### config.mk
export PLATFORM = sky130hd
export DESIGN_NAME = uart_tx_fifo_flat
export DESIGN_NICKNAME = d
export VERILOG_FILES = /design/src/rtl/uart_pkg.sv /design/src/rtl/uart_tx_fifo_if.sv /design/src/rtl/uart_byte_ram.sv /design/src/rtl/uart_tx_fifo.sv /design/src/flat_wrapper.sv
export SDC_FILE = /design/constraint.sdc
export NUM_CORES = 1
export LEC_CHECK = 0
export ABC_CLOCK_PERIOD_IN_PS = 3150
export BUFFER_PORTS_ARGS = -buffer_cell sky130_fd_sc_hd__clkbuf_2
export CORE_ASPECT_RATIO = 0.5
export CORE_MARGIN = 4
export CORE_UTILIZATION = 28
export CTS_CLUSTER_SIZE = 12
export DETAILED_ROUTE_END_ITERATION = 12
export PLACE_DENSITY = 0.45
export SYNTH_ARGS = -nofsm -noshare
export SYNTH_HDL_FRONTEND = slang
export SYNTH_SLANG_ARGS = --single-unit
### constraint.sdc
create_clock -name clock -period 3.15 [get_ports clock]
set_clock_uncertainty 0.2 [all_clocks]
set_input_delay 0.63 -clock clock [delete_from_list [all_inputs] [get_ports clock]]
set_output_delay 0.63 -clock clock [all_outputs]
set_load 0.03 [all_outputs]
### src/rtl/uart_pkg.sv
// Shared definitions for the UART transmit path: drain FSM encoding and FIFO sizing.
package uart_pkg;

    localparam int FIFO_DEPTH = 16;

    localparam logic [1:0] S_IDLE   = 2'd0;
    localparam logic [1:0] S_LAUNCH = 2'd1;
    localparam logic [1:0] S_ACCEPT = 2'd2;

endpackage

### src/rtl/uart_tx_fifo_if.sv
// Byte push channel into the UART transmit FIFO.
interface uart_tx_fifo_if;

    // A byte transfers on a clock edge where push_valid && push_ready; push_data is
    // only meaningful while push_valid is high, and ready never depends on valid.
    logic [7:0] push_data;
    logic       push_valid;
    logic       push_ready;

    modport master (output push_data, output push_valid, input push_ready);
    modport slave  (input push_data, input push_valid, output push_ready);

endinterface

### src/rtl/uart_byte_ram.sv
// DEPTH x 8 register array: one synchronous write port, one asynchronous read port.
module uart_byte_ram #(
    parameter int DEPTH      = 16,
    parameter int ADDR_WIDTH = 4
) (
    input  logic                  clock,
    input  logic                  wr_en,
    input  logic [ADDR_WIDTH-1:0] wr_addr,
    input  logic [7:0]            wr_data,
    input  logic [ADDR_WIDTH-1:0] rd_addr,
    output logic [7:0]            rd_data
);

    logic [7:0] mem [DEPTH];

    always_ff @(posedge clock) begin
        if (wr_en) begin
            mem[wr_addr] <= wr_data;
        end
    end

    assign rd_data = mem[rd_addr];

endmodule

### src/rtl/uart_tx_fifo.sv
// Byte FIFO feeding the UART transmitter; drains one byte per transmitter-idle period
// using a one-cycle trigger pulse.
module uart_tx_fifo
    import uart_pkg::*;
#(
    parameter int DEPTH      = FIFO_DEPTH,
    parameter int ADDR_WIDTH = 4
) (
    input  logic                  clock,
    input  logic                  reset,
    uart_tx_fifo_if.slave         push,
    input  logic                  flush,
    output logic [7:0]            tx_byte,
    output logic                  tx_trigger,
    input  logic                  tx_ready,
    output logic [ADDR_WIDTH:0]   count,
    output logic                  overflow,
    output logic [1:0]            drain_state
);

    localparam logic [ADDR_WIDTH:0] FULL_COUNT = (ADDR_WIDTH+1)'(DEPTH);

    logic [ADDR_WIDTH-1:0] wr_ptr;
    logic [ADDR_WIDTH-1:0] rd_ptr;
    logic [ADDR_WIDTH:0]   count_q;
    logic [1:0]            state;
    logic [7:0]            rd_data;
    logic                  empty;
    logic                  full;
    logic                  push_fire;
    logic                  pop_fire;

    // Full/empty come from the registered count, so a pop in the same cycle
    // never makes room for a push.
    assign empty     = (count_q == '0);
    assign full      = (count_q == FULL_COUNT);
    assign push_fire = push.push_valid && !full && !flush;
    assign pop_fire  = (state == S_IDLE) && !empty && tx_ready && !flush;

    assign push.push_ready = !full;
    assign count           = count_q;
    assign drain_state     = state;

    uart_byte_ram #(
        .DEPTH      (DEPTH),
        .ADDR_WIDTH (ADDR_WIDTH)
    ) u_ram (
        .clock   (clock),
        .wr_en   (push_fire),
        .wr_addr (wr_ptr),
        .wr_data (push.push_data),
        .rd_addr (rd_ptr),
        .rd_data (rd_data)
    );

    always_ff @(posedge clock) begin
        if (reset) begin
            wr_ptr  <= '0;
            rd_ptr  <= '0;
            count_q <= '0;
        end else if (flush) begin
            wr_ptr  <= '0;
            rd_ptr  <= '0;
            count_q <= '0;
        end else begin
            if (push_fire) wr_ptr <= wr_ptr + 1'b1;
            if (pop_fire)  rd_ptr <= rd_ptr + 1'b1;
            case ({push_fire, pop_fire})
                2'b10:   count_q <= count_q + 1'b1;
                2'b01:   count_q <= count_q - 1'b1;
                default: count_q <= count_q;
            endcase
        end
    end

    // Sticky: a dropped byte stays visible until reset, regardless of flush.
    always_ff @(posedge clock) begin
        if (reset) begin
            overflow <= 1'b0;
        end else if (push.push_valid && full) begin
            overflow <= 1'b1;
        end
    end

    // ACCEPT holds off the next launch until the transmitter has visibly gone busy,
    // since its ready status lags the trigger it sampled.
    always_ff @(posedge clock) begin
        if (reset) begin
            state      <= S_IDLE;
            tx_byte    <= 8'h00;
            tx_trigger <= 1'b0;
        end else begin
            case (state)
                S_IDLE: begin
                    if (pop_fire) begin
                        tx_byte    <= rd_data;
                        tx_trigger <= 1'b1;
                        state      <= S_LAUNCH;
                    end
                end
                S_LAUNCH: begin
                    tx_trigger <= 1'b0;
                    state      <= S_ACCEPT;
                end
                S_ACCEPT: begin
                    if (!tx_ready) state <= S_IDLE;
                end
                default: begin
                    tx_trigger <= 1'b0;
                    state      <= S_IDLE;
                end
            endcase
        end
    end

endmodule

### src/flat_wrapper.sv
// flat-port wrapper written by rule: the top's interface ports become plain ports
module uart_tx_fifo_flat import uart_pkg::*;
#(
    parameter int DEPTH      = FIFO_DEPTH,
    parameter int ADDR_WIDTH = 4
)
  (clock, reset, flush, tx_byte, tx_trigger, tx_ready, count, overflow, drain_state, push_push_data, push_push_valid, push_push_ready);
  uart_tx_fifo_if push_i ();
  input  logic clock;
  input  logic reset;
  input  logic flush;
  output logic [7:0] tx_byte;
  output logic tx_trigger;
  input  logic tx_ready;
  output logic [ADDR_WIDTH:0] count;
  output logic overflow;
  output logic [1:0] drain_state;
  input wire logic [$bits(push_i.push_data)-1:0] push_push_data;
  input wire logic [$bits(push_i.push_valid)-1:0] push_push_valid;
  output wire logic [$bits(push_i.push_ready)-1:0] push_push_ready;
  assign push_i.push_data = push_push_data;
  assign push_i.push_valid = push_push_valid;
  assign push_push_ready = push_i.push_ready;
  uart_tx_fifo #(.DEPTH(DEPTH), .ADDR_WIDTH(ADDR_WIDTH)) u_core (.clock(clock), .reset(reset), .push(push_i), .flush(flush), .tx_byte(tx_byte), .tx_trigger(tx_trigger), .tx_ready(tx_ready), .count(count), .overflow(overflow), .drain_state(drain_state));
endmodule
==> results of run 1 <==
[cell families (layout without fill, tap and decap cells)]
family | after synthesis | after routing | share of synthesized area [%]
compound gates | 50 | 50 | 5.14
fa+ha+maj | 8 | 8 | 1.64
flops | 153 | 153 | 71.4
xor+xnor | 11 | 11 | 1.58
simple gates | 75 | 75 | 5.96
buf+inv | 26 | 108 | 1.91
mux | 35 | 35 | 12.4
[critical path, cell delays in order (launching register included)]
cell and delay, ns:
dfxtp_1 0.31, or4_4 0.56, o21ai_2 0.14, inv_1 0.08
ha_1 0.25, buf_4 0.18, ha_1 0.31, a31o_2 0.23
o31a_1 0.29, nand3_1 0.07
[power breakdown]
part           leakage [µW]  switching (µW)  total [µW]  internal (µW)
sequential          0.00136            4.56        2200           2200
clock              0.000279             856        1960           1100
combinational      0.000858            65.6         101           35.0
[final cells by class]
| type | count | area [µm²] |
|---|---|---|
| clock inverter | 15 | 141 |
| clock buffer | 17 | 425 |
| multi-input combinational | 179 | 1630 |
| timing repair buffer | 72 | 478 |
| tap | 292 | 365 |
| inverter | 4 | 15.0 |
| sequential | 153 | 4350 |
| fill | 1987 | 13600 |
[cells in the mapped netlist (all sizes together) (2+ instances only)]
| cell | instances | area, µm² |
|---|---|---|
| edfxtp | 128 | 3840 |
| nor2 | 36 | 135 |
| mux4 | 32 | 721 |
| dfxtp | 25 | 500 |
| a21oi | 23 | 119 |
| a22oi | 17 | 128 |
| clkbuf | 12 | 45.0 |
| buf | 10 | 56.3 |
| nand2 | 10 | 37.5 |
| xor2 | 9 | 78.8 |
| ha | 8 | 100 |
| nand2b | 5 | 31.3 |
| inv | 4 | 15.0 |
| nor3 | 4 | 20.0 |
| o21ai | 4 | 20.0 |
| nand3 | 3 | 15.0 |
| nor2b | 3 | 18.8 |
| a31oi | 2 | 12.5 |
| and3 | 2 | 17.5 |
| mux2i | 2 | 20.0 |
| nand3b | 2 | 15.0 |
| nand4 | 2 | 12.5 |
| nor4 | 2 | 12.5 |
| xnor2 | 2 | 17.5 |
[layer usage]
metal	up-vias	GRT usage, %
met3	15	4.95
met4	0	3.62
li1	1544	-
met1	1709	16.6
met5	-	0
met2	83	18.1
[worst max-delay path by stage]
stage	endpoint	slack, ns	cells after the start
2_1_floorplan	u_core.count[2]$_SDFFE_PP0P_	0.04	12
3_3_place_gp	u_core.count[4]$_SDFFE_PP0P_	0.31	11
3_5_place_dp	u_core.count[4]$_SDFFE_PP0P_	0.28	11
4_1_cts	u_core.count[4]$_SDFFE_PP0P_	0.45	9
5_1_grt	u_core.count[2]$_SDFFE_PP0P_	0.26	10
6_report	u_core.count[4]$_SDFFE_PP0P_	0.45	9
[sequential cells by signal, indices dropped and copies added, names as in the netlist]
signal              cells
u_core.rd_ptr           4
u_core.wr_ptr           4
u_core.tx_byte          8
u_core.drain_state      2
u_core.u_ram.mem      128
u_core.tx_trigger       1
u_core.overflow         1
u_core.count            5
[metrics by stage]
stage	hold slack (ns)	total power [µW]	instance area [µm²]
after detailed placement	0.262	2350	6840
after global placement	0.247	2350	6840
final	0.268	4260	7400
after global routing	0.273	4430	7400
after CTS	0.257	4320	7400
after floorplan	0.328	2290	6090
==> metrics.md, run 1 <==
| Metric | Value |
|---|---|
| Pin count of the biggest net entering global routing | 20 |
| # IOs | 31 |
| Synthesis-to-finish area growth | 21.6% |
| HP Start | u_core.overflow$_SDFFE_PP0P_ |
| Syn_area_per_cell | 17.0 µm² |
| Die area | ~24000 µm² |
| Unique masters post-synth | 40 |
| CP Launch Type | flip-flop |
| Post-synth EDFFs | 128 |
| Worst skew pair latency | 0.43 ns |
| Final core occ | 35.3% |
| Mapped Area | 6090 µm² |
| TritonCTS Buffers | 17 |
| FF+latch count, synth | 153 |
| DP Worst Slack | roughly 0.28 ns |
| Seq/Total Area, Yosys | 71.4% |
| Final Hold Fails | 0 |
| Final HPWL DP | a little over 9000 µm |
| GRT overflow | 0 |
| Non-Filler Instances | 732 |
| WS Path Type | reg2reg |
| Post-CTS Resized | 0 |
| WHS Path Cells | 2 |
| Worst R2R End | u_core.count[4]$_SDFFE_PP0P_ |
| Commonest non-fill, non-tap cell in the layout | edfxtp_1 |
| Worst vdd ir | 0.379 mV |
| F_max | 0.370 GHz |
| Placed insts | 700 |
| Most frequent cells in the layout | 128 x edfxtp_1, 41 x buf_4, 36 x nor2_1 |
| PwrDens | between 500 and 600 nW/µm² |
| Slew Limit Headroom | around two fifths |
| Post-synthesis async set-or-reset flop share | 0% |
| Syn nets | between 300 and 400 |
| WL final | 14000 µm |
| Drt first pass iters | 4 |
| Vias in the first global route | approximately 3500 |
| Routability cong. | between 0.7 and 0.8 |
| WL met3 | roughly 1000 µm |
| Setup tns final | 0 ns |
| Slew Limit Fails | 0 |
| H-tree depth | 4 |
| Critical path origin | u_core.count[0]$_SDFFE_PP0P_ |
| Die height | 112 µm |
| Clk buf depth | 2 |
| Layout cells sized above 1 | 32.5% |
| CTS sink cnt | around 150 |
| Core box area | 21000 µm² |
| Crit-path max FO | 8 |
| Drt via density | 4.58 |
| Clk root buf | clkbuf_16 |
| Lkg Pwr | 0.00249 µW |
| Clock-pin slew on the worst setup and hold paths | 0.06 ns |
| WP data arrival | 2.86 ns |
| Total number of vias | 3351 |
| Starting Density | 29.0% |
| Setup slack after layout | around 0.45 ns |
| FF-to-FF setup slack | 0.45 ns |
| N_diodes | 0 |
| Max-Cap Viols | 0 |
| Initial antenna violation count | 0 |
| Final Cycle Share | 85.7% |
| First-pass GRT wire length | approximately 22000 µm |
| Hold crit path type | reg2reg |
| Finish-stage setup viols | 0 |
| Top sig layer | met4 |
| Final min period | roughly 2.7 ns |
| Synth Warn # | 0 |
| Hold endpoint | u_core.overflow$_SDFFE_PP0P_ |
| RR Startpoint | u_core.count[0]$_SDFFE_PP0P_ |
| # hold bufs at CTS | 0 |
| Synth Instances | 358 |
| Metal-1 WL | roughly 6700 µm |
| DR DRC count | 0 |
| FF-to-FF path depth | 9 |
| Status | complete, no violations |
| WL met2 | 6080 µm |
| FP Rows | 37 |
| Starting DRT DRC Count | 300 |
| Final ANT Viol Nets | 0 |
| RSZ-0062 raised after global routing | false |
| GRT Total Usage | 12.2% |
| Die W | ~220 µm |
| Top FF cell, synth | edfxtp_1 |
| Post-CTS Setup Inserts | 0 |
| Nets | about 450 |
| CP required | roughly 3.3 ns |
| TritonCTS clock tree | yes |
| Avg WL per Cell | 19.1 µm |
| CP Capture Type | flip-flop |
| Worst-Margin Slew | 0.897 ns |
| # port buffers | 30 |
Power figures use the tool's default switching activity.
==> run 2: changes to the inputs <==
--- a/config.mk
+++ b/config.mk
@@ -9,3 +9,2 @@
 export BUFFER_PORTS_ARGS = -buffer_cell sky130_fd_sc_hd__clkbuf_2
-export CORE_ASPECT_RATIO = 0.5
 export CORE_MARGIN = 4
--- a/constraint.sdc
+++ b/constraint.sdc
@@ -4,2 +4,2 @@
 set_output_delay 0.63 -clock clock [all_outputs]
-set_load 0.03 [all_outputs]
+set_load 0.01 [all_outputs]
==> metrics.md, run 2 (synthesis results as in run 1) <==
| Metric | Value |
|---|---|
| Status | complete, no violations |
| Hold crit path type | reg2reg |
| F_max | 0.354 GHz (-4.4%) |
| Final Hold Fails | 0 (unchanged) |
| Lkg Pwr | 0.00239 µW (-4.2%) |
| Final Cycle Share | 89.7% (+3.9 points) |
| Slew Limit Fails | 0 (unchanged) |
| Vias in the first global route | 3378 (-2.7%) |
| RR Startpoint | u_core.count[0]$_SDFFE_PP0P_ |
| Drt first pass iters | 4 (unchanged) |
| Routability cong. | 0.763 (+7.8%) |
| Worst-Margin Slew | 0.666 ns (-0.231 ns) |
| CP required | 3.29 ns (-0.02 ns) |
| Fill count | 2062 (+3.8%) |
| CP Capture Type | flip-flop |
| Die area | 24200 µm² (-0.59%) |
| Final Cell Area | 7230 µm² (-2.3%) |
| Crit-path max cell delay | 0.56 ns (about the same) |
| Layout cells sized above 1 | 29.1% (-3.4 points) |
| WS Path Type | reg2reg |
| Total number of vias | 3250 (-3.0%) |
| H-tree depth | 4 (unchanged) |
| Switching pwr | 889 µW (-4.0%) |
| First-pass GRT wire length | 20000 µm (-7.5%) |
| Pin count of the biggest net entering global routing | 36 (+80%) |
| Tot Pwr | 4210 µW (-1.2%) |
| WP buf/inv | 1 (-1) |
| FF-to-FF setup slack | 0.33 ns (-0.12 ns) |
| DR DRC count | 0 (unchanged) |
| Worst R2R End | u_core.count[2]$_SDFFE_PP0P_ |
| Clock share of power | 45.3% (-0.7 points) |
| Post-CTS Setup Inserts | 0 (unchanged) |
| Number of flip-flops in the largest register | 128 (unchanged) |
| Final ANT Viol Nets | 0 (unchanged) |
| Worst vdd ir | 0.323 mV (-15%) |
| # hold bufs at CTS | 0 (unchanged) |
| Synthesis-to-finish area growth | 18.8% |
| # port buffers | 30 (unchanged) |
| CP Launch Type | flip-flop |
| Seq pwr share | 52.3% (+0.6 points) |
| PwrDens | 582 nW/µm² (+1.1%) |
| Max-Cap Viols | 0 (unchanged) |
| Die height | 155 µm (+38%) |
| GRT overflow | 0 (unchanged) |
| Clock-pin slew on the worst setup and hold paths | 0.06 ns (about the same) |
| RSZ-0062 raised after global routing | false |
| Nets | 431 (-3.8%) |
| Avg WL per Cell | 18.9 µm (-0.82%) |
| Switching share of power | 21.1% (-0.61 points) |
| CTS sink cnt | 153 (unchanged) |
| Cell breakdown of the critical path | or4_4 > o21ai_1 > inv_1 > ha_1 > xor2_1 > ha_1 > a31oi_1 > xor2_1 > or3_1 > a21oi_1 |
| Clk root buf | clkbuf_16 |
| Placed insts | 666 (-4.9%) |
| Gate power share | 2.4% (about the same) |
| N_diodes | 0 (unchanged) |
| TritonCTS clock tree | yes |
| Worst skew pair latency | 0.41 ns (-0.02 ns) |
| Starting Density | 28.7% (-0.34 points) |
| Clk buf depth | 2 (unchanged) |
| FP Rows | 53 (+43%) |
| Largest register by flop count | u_core.u_ram.mem |
| WL final | 13200 µm (-5.4%) |
| Final min period | 2.82 ns (+0.124 ns) |
| HP Start | u_core.tx_trigger$_SDFFE_PP0P_ |
| Drt via density | 4.66 (+1.7%) |
| Finish-stage setup viols | 0 (unchanged) |
| GRT Total Usage | 11.4% (-0.77 points) |
| Die W | 155 µm (-28%) |
| Post-CTS Resized | 0 (unchanged) |
| Setup tns final | 0 ns (unchanged) |
| Placed Area | 6680 µm² (-2.2%) |
| P_int | 3320 µW (-0.42%) |
| Most frequent cells in the layout | 128 x edfxtp_1, 36 x nor2_1, 32 x mux4_2 |
| Crit-path leading delay family | simple AND/OR/NAND/NOR gates |
| Crit-path max FO | 7 (-1) |
| TritonCTS Buffers | 17 (unchanged) |
| FF-to-FF path depth | 10 (+1) |
| Slowest stage cell, crit path | or4_4 |
| Starting DRT DRC Count | 188 (-37%) |
| # IOs | 31 (unchanged) |
| DP Worst Slack | 0.236 ns (-0.0399 ns) |
| WP data arrival | 2.97 ns (+0.11 ns) |
| Setup slack after layout | 0.325 ns (-0.124 ns) |
| Hold endpoint | u_core.tx_trigger$_SDFFE_PP0P_ |
| Final HPWL DP | 8320 µm (-11%) |
| WHS Path Cells | 2 (unchanged) |
| Slew Limit Headroom | 55.5% (+16 points) |
| Non-Filler Instances | 698 (-4.6%) |
| Commonest non-fill, non-tap cell in the layout | edfxtp_1 |
| Core box area | 21200 µm² (+1.2%) |
| Initial antenna violation count | 0 (unchanged) |
[run 2: routing by layer]
layer  track usage [%]  part of all wire [%]  vias up
met1              16.2                    49     1653
met2              16.9                    46       73
met3              3.59                   4.4        6
li1                  -                     -     1518
met4              3.50                   1.0        0
met5                 0                     0        -
[run 2: through the flow]
step	hold slack, ns	util [%]
final	0.275	34.1
after global routing	0.264	34.1
after CTS	0.263	34.1
after detailed placement	0.270	31.5
after global placement	0.257	31.5
after floorplan	0.288	-
[run 2: final cells by class]
type | count | area (µm²) | share of cell area [%]
flip-flops and latches | 153 | 4350 | 60.1
multi-input cells | 179 | 1630 | 22.5
inverters | 4 | 15.0 | 0.208
repair buffers | 55 | 350 | 4.84
clock buffers | 18 | 429 | 5.93
clock inverters | 14 | 121 | 1.68
well taps | 275 | 344 | 4.76
[run 2: power by group through the flow]
stage	clock (µW)	combinational [µW]	sequential, µW
floorplan	0	42.8	2250
global placement	0	100	2250
detailed placement	0	103	2250
CTS	1960	103	2200
global route	2050	112	2200
finish	1910	101	2200
[run 2: worst max-delay path by stage]
stage	to	startpoint	depth (start not counted)
detailed placement	u_core.count[2]$_SDFFE_PP0P_	flush	12
finish	u_core.count[2]$_SDFFE_PP0P_	u_core.count[0]$_SDFFE_PP0P_	10
global route	u_core.count[2]$_SDFFE_PP0P_	u_core.count[0]$_SDFFE_PP0P_	10
floorplan	u_core.count[2]$_SDFFE_PP0P_	u_core.count[1]$_SDFFE_PP0P_	12
global placement	u_core.count[4]$_SDFFE_PP0P_	flush	11
CTS	u_core.count[2]$_SDFFE_PP0P_	u_core.count[0]$_SDFFE_PP0P_	10
[run 2: worst reg2reg max path: cells and delay by family (launching register included)]
| kind | cells | cell delay [ns] |
|---|---|---|
| buffers and inverters | 1 | 0.08 |
| adder cells (fa/ha/maj) | 2 | 0.49 |
| XOR/XNOR | 2 | 0.26 |
| AO/OA/AOI/OAI | 3 | 0.49 |
| flip-flops | 1 | 0.37 |
| AND/OR/NAND/NOR | 2 | 0.86 |
==> run 3: changes to the inputs <==
Settings changed: ABC_CLOCK_PERIOD_IN_PS 3150 to 3510, PLACE_DENSITY 0.45 to 0.44.
Clock period 3.15 ns to 3.51 ns, I/O delays scaled along.
==> metrics.md, run 3 (synthesis results as in run 1) <==
| Metric | Value |
|---|---|
| Status | complete, no violations |
| RSZ-0062 raised after global routing | false |
| CP Capture Type | flip-flop |
| TritonCTS clock tree | yes |
| N_diodes | 0 (unchanged) |
| # IOs | 31 (unchanged) |
| Number of flip-flops in the largest register | 128 (unchanged) |
| Avg WL per Cell | 19.9 µm (+5.2%) |
| CP Launch Type | flip-flop |
| WS Path Type | reg2reg |
| # hold bufs at CTS | 0 (unchanged) |
| # port buffers | 30 (unchanged) |
| Die W | 155 µm (unchanged) |
| CP required | 3.67 ns (+0.38 ns) |
| Hold crit path type | reg2reg |
| Clk root buf | clkbuf_16 |
| Setup tns final | 0 ns (unchanged) |
| Total number of vias | 3289 (+1.2%) |
| Post-CTS Resized | 0 (unchanged) |
| Final HPWL DP | 8700 µm (+4.5%) |
| H-tree depth | 4 (unchanged) |
| Worst-Margin Slew | 0.811 ns (+0.145 ns) |
| GRT overflow | 0 (unchanged) |
| Final Hold Fails | 0 (unchanged) |
| Nets | 427 (-0.93%) |
| Commonest non-fill, non-tap cell in the layout | edfxtp_1 |
| DR DRC count | 0 (unchanged) |
| Max-Cap Viols | 0 (unchanged) |
| FP Rows | 53 (unchanged) |
| PwrDens | 534 nW/µm² (-8.4%) |
| Synthesis-to-finish area growth | 18.9% (about the same) |
| WP data arrival | 3.08 ns (+0.11 ns) |
| Layout cells sized above 1 | 28.2% (-0.92 points) |
| Most frequent cells in the layout | 128 x edfxtp_1, 36 x nor2_1, 32 x mux4_2 |
| Largest register by flop count | u_core.u_ram.mem |
| Core box area | 21200 µm² (unchanged) |
| Lkg Pwr | 0.00237 µW (-0.47%) |
| Vias in the first global route | 3370 (-0.24%) |
| Final Cycle Share | 83.4% (-6.2 points) |
| Slew Limit Fails | 0 (unchanged) |
| Routability cong. | 0.754 (-1.1%) |
| Crit-path max FO | 9 (+2) |
| Final min period | 2.93 ns (+0.104 ns) |
| Pin count of the biggest net entering global routing | 27 (-25%) |
| Worst vdd ir | 0.276 mV (-15%) |
| Initial antenna violation count | 0 (unchanged) |
| Die height | 155 µm (unchanged) |
| Clk buf depth | 2 (unchanged) |
| First-pass GRT wire length | 20900 µm (+4.5%) |
| WL final | 13800 µm (+4.6%) |
| CTS sink cnt | 153 (unchanged) |
| Post-CTS Setup Inserts | 0 (unchanged) |
| Die area | 24200 µm² (unchanged) |
| Final ANT Viol Nets | 0 (unchanged) |
| Slew Limit Headroom | 45.8% (-9.7 points) |
| Clock-pin slew on the worst setup and hold paths | 0.06 ns (about the same) |
| Drt via density | 4.74 (+1.8%) |
| F_max | 0.341 GHz (-3.5%) |
| Finish-stage setup viols | 0 (unchanged) |
| GRT Total Usage | 11.9% (+0.45 points) |
| Starting Density | 28.7% (unchanged) |
| Hold WS | 0.280 ns (+0.00456 ns) |
| Starting DRT DRC Count | 195 (+3.7%) |
| Worst skew pair latency | 0.42 ns (about the same) |
| Drt first pass iters | 4 (unchanged) |
| TritonCTS Buffers | 17 (unchanged) |
## run 3: cell count changes in the layout (fill, tap and decap cells not counted), sizes merged
cell,previous run,this run
buf,25,21
bufinv,1,2
clkinv,6,5
## run 3: metal layers
| metal | global-route usage, % | vias up | wire length (µm) |
|---|---|---|---|
| li1 | - | 1496 | - |
| met1 | 15.3 | 1724 | 6220 |
| met2 | 19.1 | 62 | 6780 |
| met3 | 3.92 | 7 | 730 |
| met4 | 3.63 | 0 | 99 |
| met5 | 0 | - | 0 |
## run 3: final cells by class
| class | count | area (µm²) |
|---|---|---|
| inverter | 4 | 15.0 |
| clock buffer | 18 | 429 |
| sequential | 153 | 4350 |
| multi-input combinational | 179 | 1630 |
| tap | 275 | 344 |
| clock inverter | 14 | 143 |
| fill | 2043 | 14000 |
| timing repair buffer | 51 | 333 |
## run 3: worst paths after layout
path,end,slack [ns],cells after the start,startpoint
worst max register to register,u_core.count[4]$_SDFFE_PP0P_,0.58,9,u_core.count[1]$_SDFFE_PP0P_
worst min register to register,u_core.tx_trigger$_SDFFE_PP0P_,0.28,2,u_core.tx_trigger$_SDFFE_PP0P_
worst max-delay path,u_core.count[4]$_SDFFE_PP0P_,0.58,9,u_core.count[1]$_SDFFE_PP0P_
worst min-delay path,u_core.tx_trigger$_SDFFE_PP0P_,0.28,2,u_core.tx_trigger$_SDFFE_PP0P_
## run 3: per-stage QoR
step	worst slack, ns	util [%]	std cells	cell area (µm²)	power [µW]
finish	0.582	34.1	694	7240	3860
global route	0.367	34.1	694	7240	3990
CTS	0.584	34.1	694	7240	3910
detailed placement	0.180	31.4	662	6670	2100
global placement	0.272	31.4	662	6670	2100
floorplan	0.464	-	358	6090	2060
## run 3: critical path: stages (launching register included)
cell and delay, ns:
dfxtp_1 0.40, or4_4 0.56, o21ai_1 0.17, inv_1 0.13
ha_1 0.30, buf_4 0.19, ha_1 0.32, a31o_2 0.24
o31a_1 0.30, nand3_1 0.07
## run 3: report_power, final
part	switching [µW]	total (µW)	internal, µW
Clock	750	1800	1050
Sequential	4.97	1980	1970
Combinational	56.2	83.9	27.6
Total	811	3860	3050
